**src/rtl/int_sequencer.sv**
```systemverilog
// Interrupt entry/return sequencer: drains, pushes PC/flags, loads vector; RTI pops flags/PC.
// Entry pc_load DRAIN_CYC+6 cycles after acceptance, RTI pc_load 4 cycles after pulse; stall/flush only defer entry.
module int_sequencer #(
  parameter int PC_W      = 32,
  parameter int ADDR_W    = 20,
  parameter int DRAIN_CYC = 3,
  parameter int VEC_ADDR  = 2
) (
  input  logic              clk,
  input  logic              rst,
  input  logic              int_in,
  input  logic              rti_in,
  input  logic              stall_in,
  input  logic              flush_in,
  input  logic [PC_W-1:0]   pc_in,
  input  logic [15:0]       flags_in,
  input  logic [ADDR_W-1:0] sp_in,
  input  logic [15:0]       mem_rdata,
  output logic              mem_rd,
  output logic              mem_wr,
  output logic [ADDR_W-1:0] mem_addr,
  output logic [15:0]       mem_wdata,
  output logic              sp_dec,
  output logic              sp_inc,
  output logic              pc_load,
  output logic [PC_W-1:0]   new_pc,
  output logic              flags_load,
  output logic [15:0]       flags_out,
  output logic              freeze_fetch,
  output logic              int_flush,
  output logic              int_ack,
  output logic              busy
);

  localparam int CNT_W = (DRAIN_CYC > 1) ? $clog2(DRAIN_CYC) : 1;
  localparam logic [ADDR_W-1:0] VEC_HI_A = ADDR_W'(VEC_ADDR);
  localparam logic [ADDR_W-1:0] VEC_LO_A = ADDR_W'(VEC_ADDR + 1);

  typedef enum logic [3:0] {
    IDLE, DRAIN, PUSH_HI, PUSH_LO, PUSH_F, VEC_HI, VEC_LO, VEC_LD,
    POP_F, POP_LO, POP_HI, RET_LD
  } state_t;

  state_t            state, state_nx;
  logic [CNT_W-1:0]  cnt;
  logic              int_q;
  logic              pending;
  logic              accept;
  logic [PC_W-1:0]   pc_sv;
  logic [15:0]       flags_sv;
  logic [15:0]       hi_q;
  logic [15:0]       lo_q;
  logic [15:0]       flags_q;

  // Acceptance clears pending even if a new edge lands in the same cycle: it merges into this entry.
  always_ff @(posedge clk) begin
    if (!rst) begin
      state    <= IDLE;
      cnt      <= '0;
      int_q    <= 1'b0;
      pending  <= 1'b0;
      pc_sv    <= '0;
      flags_sv <= '0;
      hi_q     <= '0;
      lo_q     <= '0;
      flags_q  <= '0;
    end else begin
      state <= state_nx;
      int_q <= int_in;
      if (accept)
        pending <= 1'b0;
      else if (int_in && !int_q)
        pending <= 1'b1;
      if (accept) begin
        pc_sv    <= pc_in;
        flags_sv <= flags_in;
        cnt      <= CNT_W'(DRAIN_CYC - 1);
      end else if (state == DRAIN) begin
        cnt <= cnt - 1'b1;
      end
      // Read data trails mem_rd by one cycle, so each word is latched in the following state.
      case (state)
        VEC_LO: hi_q    <= mem_rdata;
        POP_LO: flags_q <= mem_rdata;
        POP_HI: lo_q    <= mem_rdata;
        default: ;
      endcase
    end
  end

  always_comb begin
    state_nx     = state;
    accept       = 1'b0;
    mem_rd       = 1'b0;
    mem_wr       = 1'b0;
    mem_addr     = '0;
    mem_wdata    = '0;
    sp_dec       = 1'b0;
    sp_inc       = 1'b0;
    pc_load      = 1'b0;
    new_pc       = '0;
    flags_load   = 1'b0;
    freeze_fetch = 1'b0;
    int_flush    = 1'b0;
    int_ack      = 1'b0;
    case (state)
      IDLE: begin
        if (rti_in) begin
          state_nx = POP_F;
        end else if (pending && !stall_in && !flush_in) begin
          accept   = 1'b1;
          state_nx = DRAIN;
        end
      end
      DRAIN: begin
        freeze_fetch = 1'b1;
        int_flush    = 1'b1;
        if (cnt == '0) state_nx = PUSH_HI;
      end
      PUSH_HI, PUSH_LO, PUSH_F: begin
        freeze_fetch = 1'b1;
        int_flush    = 1'b1;
        mem_wr       = 1'b1;
        mem_addr     = sp_in;
        sp_dec       = 1'b1;
        if (state == PUSH_HI) begin
          mem_wdata = 16'(pc_sv >> 16);
          state_nx  = PUSH_LO;
        end else if (state == PUSH_LO) begin
          mem_wdata = pc_sv[15:0];
          state_nx  = PUSH_F;
        end else begin
          mem_wdata = flags_sv;
          state_nx  = VEC_HI;
        end
      end
      VEC_HI: begin
        freeze_fetch = 1'b1;
        int_flush    = 1'b1;
        mem_rd       = 1'b1;
        mem_addr     = VEC_HI_A;
        state_nx     = VEC_LO;
      end
      VEC_LO: begin
        freeze_fetch = 1'b1;
        int_flush    = 1'b1;
        mem_rd       = 1'b1;
        mem_addr     = VEC_LO_A;
        state_nx     = VEC_LD;
      end
      VEC_LD: begin
        freeze_fetch = 1'b1;
        int_flush    = 1'b1;
        pc_load      = 1'b1;
        new_pc       = PC_W'({hi_q, mem_rdata});
        int_ack      = 1'b1;
        state_nx     = IDLE;
      end
      POP_F, POP_LO, POP_HI: begin
        freeze_fetch = 1'b1;
        mem_rd       = 1'b1;
        mem_addr     = sp_in + ADDR_W'(1);
        sp_inc       = 1'b1;
        if (state == POP_F)       state_nx = POP_LO;
        else if (state == POP_LO) state_nx = POP_HI;
        else                      state_nx = RET_LD;
      end
      RET_LD: begin
        freeze_fetch = 1'b1;
        int_flush    = 1'b1;
        flags_load   = 1'b1;
        pc_load      = 1'b1;
        new_pc       = PC_W'({mem_rdata, lo_q});
        state_nx     = IDLE;
      end
      default: state_nx = IDLE;
    endcase
  end

  assign busy      = (state != IDLE);
  assign flags_out = flags_q;

endmodule

```
**config.mk**
```make
export PLATFORM = sky130hd
export DESIGN_NAME = int_sequencer
export DESIGN_NICKNAME = d
export VERILOG_FILES = /design/src/rtl/int_sequencer.sv
export SDC_FILE = /design/constraint.sdc
export NUM_CORES = 1
export LEC_CHECK = 0
export ABC_AREA = 1
export CORE_ASPECT_RATIO = 0.5
export CORE_MARGIN = 2
export CORE_UTILIZATION = 24
export DETAILED_ROUTE_END_ITERATION = 6
export PLACE_DENSITY = 0.5
export SLEW_MARGIN = 40
export SYNTH_ARGS = -nofsm -noshare
export SYNTH_HDL_FRONTEND = slang
export SYNTH_SLANG_ARGS = --single-unit
```
**constraint.sdc**
```tcl
create_clock -name clk -period 1.7 [get_ports clk]
set_input_delay 0.255 -clock clk [delete_from_list [all_inputs] [get_ports clk]]
set_output_delay 0.255 -clock clk [all_outputs]
set_load 0.1 [all_outputs]
```
; Word level (Yosys, flattened, before mapping)
; Index checks and enable logic that the tools add are counted.
[totals]
register_bits = 104
latchBits = 0
ramBits = 0
romBits = 0
input_bits = 90
output_inout_bits = 94
elab_cells = 70
memories = 0
[classes]
n_addsub = 2
mul = 0
n_div = 0
magnitude_cmp = 0
n_eq_ne = 13
n_shift = 0
n_mux = 26
bitwise = 1
n_reduce_logical = 18
[ops]
columns = op, n
row1 = $pmux W20 S4, 1
row2 = $pmux W32 S2, 1
row3 = $mux W16, 3
row4 = $pmux W4 S6, 1
row5 = $add A20 B1 Y20 const B, 1
row6 = $eq A4 B3 Y1 const B, 4
row7 = $eq A4 B4 Y1 const B, 4
row8 = $mux W1, 13
row9 = $mux W4, 3
row10 = $reduce_or A11 Y1, 1
row11 = $eq A4 B2 Y1 const B, 2
row12 = $reduce_or A8 Y1, 1
row13 = $mux W2, 3
row14 = $reduce_or A3 Y1, 2
row15 = $reduce_or A5 Y1, 1
row16 = $eq A4 B1 Y1 const B, 1
row17 = $logic_not A4 Y1, 1
row18 = $reduce_bool A4 Y1, 1
row19 = $reduce_or A2 Y1, 2
row20 = $logic_and A1 B1 Y1, 3
row21 = $logic_not A1 Y1, 3
row22 = $mux W3, 1
row23 = $ne A3 B3 Y1 const B, 1
row24 = $logic_not A2 Y1, 1
row25 = 5 further kinds, 5

; Logic depth before layout (Yosys ltp)
; Gate-level depths: netlist of run 1.
[depth]
ltp_word = 7
ltp_mapped = 9
depth_no_buf = 9

; Least setup slack after synthesis of run 1
; OpenSTA, ideal clock, no wires.
[synth_path]
path_kind = register -> output
start = register state[2]
end = output new_pc[0]
arrival_time_ps = 3230
t_required_ps = 1445
path_slack_ps = -1785
path_stages_with_launch = 8
n_path_buf = 1
cell_sequence = dfxtp_1 inv_1 nor2_2 inv_2 nor2_4 inv_2 clkbuf_1 o21ai_0
[synth_via]
elab_chain_cells = 2
word_cells_on_any_way = 3
classes_between = eq/ne: 2 / mux: 1
[synth_lines]
columns = item, line
row1 = start: declaration, 44  ; state_t state, state_nx;
row2 = start signal: assignment, 68  ; state <= state_nx;
row3 = $eq A4 B4 Y1 or $eq A4 B3 Y1 (tied branches), 106  ; case (state)
row4 = $pmux W32 S2 *, 106
row5 = end: declaration, 26  ; output logic [PC_W-1:0] new_pc,
; Every way passes the cells marked *; elsewhere a longest branch is shown, timed or not.

; Final worst setup path of run 1
[layout_path]
start = register state[2]
end = output new_pc[19]
; Same word-level chain as after synthesis.

==> flow_summary.toml, run 1 <==
[timing]
slew-limit-headroom_pct = 74.51
tightestPinTransition_ps = 382.4
finalSetupViolCount = 91
slew_violations = 0
fin_crit_sh_pct = 123.3
rsz0062_at_grt = "yes"
fin_crit_ps = 2097
maxClockFrequency_mhz = 476.9
setup_slack_ps = -396.9
skew_ps = 6.770
hold_viol_final = 0

[critical_path]
slowest_stage = "dfxtp_4"
crit_path_end_kind = "output port"
startpoint_type = "flop"
worstPathRequired_ps = 1440
crit_path_max_incr_delay_ps = 380
crit_chain = "inv_4 > nor2_4 > inv_2 > nor2_4 > buf_12 > clkbuf_16 > nand2_2 > o21ai_4 > buf_12"
setup.worst_path.class = "reg -> out"
critical_path_arrival_ps = 1840
r2r_slack_ps = -30
path_max_fanout = 8

[clock_tree]
cts_buffers = 9
htree_levels = 3
cts.sinks = 104
cts_buffer_depth = 2
cts-root-buf = "clkbuf_16"
cts.clk_slew.worst_paths_ps = 70
clk_latency_ps = 360
tritoncts = "done"

[logic_synthesis]
synth.largest_area_cell = "dfxtp_1"
ys_top_cells_by_area = "dfxtp_1, o21ai_0, nor2_1, nand2_1, a21oi_1"
synthTopCellsByCount = "nor2_1, o21ai_0, nand2_1"
synthesis.area_um2 = 5126
synth_edf_count = 0
synth_top_area_share_pct = 40.62
synth_area_per_cell_um2 = 6.772
synth-main-ff-cell = "dfxtp_1"
yosys_warnings = 0
ys_seq_area_share_pct = 40.62
synth_most_common_cell = "nor2_1"
synth_seq_cells = 104
synth_nets = 849
netlist_instances = 757
ys_types = 31
synth-async-reset-ratio_pct = 0

[routing]
routed_via_density = 4.656
routed_wl_um = 21270
drt_iter0_drc = 311
drtAntennaViolNets = 0
wl_per_cell_um = 16.48
drt-pass1-iter-count = 5
via_count = 6011
route.detailed.drc = 0

[layout]
layout-drive-gt1-share_pct = 42.24
area_delta_synth_final_pct = 115.3
nNetsFinal = 1105
fin_util_pct = 53.20
diodes = 0
fill_cells = 1887

[global_routing]
grtUsageTotal_pct = 17.74
grt-ovfl-total = 0
grt_pass1_wl_um = 32000
grt_pass1_vias = 5920
antenna_found_initial = 0
grt_max_degree = 49

[power]
share_clk_of_total_power_pct = 22.3
pwr-share-seq_pct = 25.9
ir_worst_vdd_uv = 510.1
power.total_mw = 10.52
p_sw_share_pct = 43.02
leakage_nw = 4.586
switching_power_mw = 4.525
p_comb_share_pct = 51.8
powerDensity_nw_per_um2 = 953.1
intPower_mw = 5.992

[die]
die_area_um2 = 22610
die_y_um = 107.3
die_w_um = 210.7
rows = 37
ios = 184
design.core.area_um2 = 20740
initial_utilization_pct = 24.72

[status]
outcome = "finished with violations"
failed_checks = "negative setup slack"

[placement]
place_hpwl_um = 14380
port_buffers = 183
place.gp.congestion = 0.8391

[worst_hold_path]
hp-class = "in -> reg"

[job]
max_cap_viol_count = 0
flip-flops by register name, summed over array words and instances, names as in the netlist:
register / flops
cnt: 2
flags_out: 16
flags_sv: 16
hi_q: 16
int_q: 1
lo_q: 16
pc_sv: 32
pending: 1
state: 4
power groups by stage:
stage	clock network [mW]	logic, mW	registers, mW
6_report	2.34	5.45	2.73
5_1_grt	2.49	5.69	2.75
4_1_cts	2.40	5.08	2.71
3_5_place_dp	0	4.91	2.75
3_3_place_gp	0	4.91	2.75
2_1_floorplan	0	2.74	3.03
timing repair:
item                                    CTS  global route
hold endpoints to repair                  0             0
pin swaps                                12            40
resized for setup                        65           141
setup buffers                             6            13
hold buffers                              0             0
cloned                                    0            14
endpoints found under the setup margin   78           107
metrics by stage:
stage / instance area (um^2) / cells / hold WS [ps] / setup TNS (ps) / setup WS [ps]
detailed placement: 9508 / 1242 / 459.3 / -7503 / -547.4
finish: 11030 / 1291 / 385.2 / -25440 / -396.9
global placement: 9508 / 1242 / 449.9 / -7255 / -537.6
global route: 11030 / 1291 / 393.1 / -34910 / -462.9
CTS: 10110 / 1264 / 384.5 / -25560 / -410.8
floorplan: 5989 / 757 / 352.6 / -20910 / -996.4
path summary, 6_finish.rpt:
check	from	endpoint	depth (start not counted)
hold / removal	rst	flags_out[5]	4
hold reg to reg	cnt[0]	cnt[0]	2
setup / recovery	state[2]	new_pc[19]	9
setup reg to reg	state[3]	pc_sv[5]	10
routing by layer:
| metal | part of all wire, % | GRT usage, % | vias to the layer above |
|---|---|---|---|
| met4 | 0.91 | 3.270 | 0 |
| met3 | 4.7 | 4.667 | 16 |
| li1 | - | - | 3027 |
| met5 | 0 | 0 | - |
| met2 | 48 | 29.94 | 125 |
| met1 | 46 | 23.02 | 2843 |
final cells by class:
class	instances	area (um^2)	area share (%)
clock inverter	7	103.9	0.9412
multi-input combinational	552	3946	35.76
inverter	59	255.2	2.313
tap	273	341.6	3.096
sequential	104	2097	19.00
timing repair buffer	287	4065	36.84
clock buffer	9	225.2	2.041
cell usage in the layout (no fill, tap or decap), types with 9 or more instances in the layout:
master,n
a21oi_1,55
buf_12,115
buf_4,59
buf_6,12
clkbuf_16,19
clkdlybuf4s50_1,73
dfxtp_1,100
dlymetal6s2s_1,10
inv_1,45
nand2_1,73
nand2_2,19
nand2_4,21
nand2_8,9
nand3_1,23
nor2_1,101
nor2_2,24
nor2_4,26
o21ai_0,61
o21ai_1,30
o21ai_2,18
o21ai_4,48
o22ai_2,12
logic make-up (layout without fill, tap and decap cells):
group / Yosys count / after routing / synth area share, %
AND/OR/NAND/NOR: 311 / 311 / 25.53
buffers and inverters: 101 / 362 / 8.494
adder cells (fa/ha/maj): 2 / 2 / 0.4881
flip-flops: 104 / 104 / 40.62
AO/OA/AOI/OAI: 237 / 237 / 24.53
XOR/XNOR: 2 / 2 / 0.3418
critical path, delay by kind of cell, from the launching register on:
family / cells / cell delay [ps]
flops: 1 / 380
compound gates: 1 / 70
buf+inv: 5 / 620
simple gates: 3 / 420
Power figures use the tool's default switching activity.
==> inputs of run 2 (changes only) <==
--- a/config.mk
+++ b/config.mk
@@ -9,6 +9,7 @@
 export CORE_ASPECT_RATIO = 0.5
 export CORE_MARGIN = 2
 export CORE_UTILIZATION = 24
+export CTS_BUF_LIST = sky130_fd_sc_hd__clkbuf_16
 export DETAILED_ROUTE_END_ITERATION = 6
 export PLACE_DENSITY = 0.5
 export SLEW_MARGIN = 40
==> results of run 2 <==
The final DEF is identical to that of run 1; final timing and power are the same.
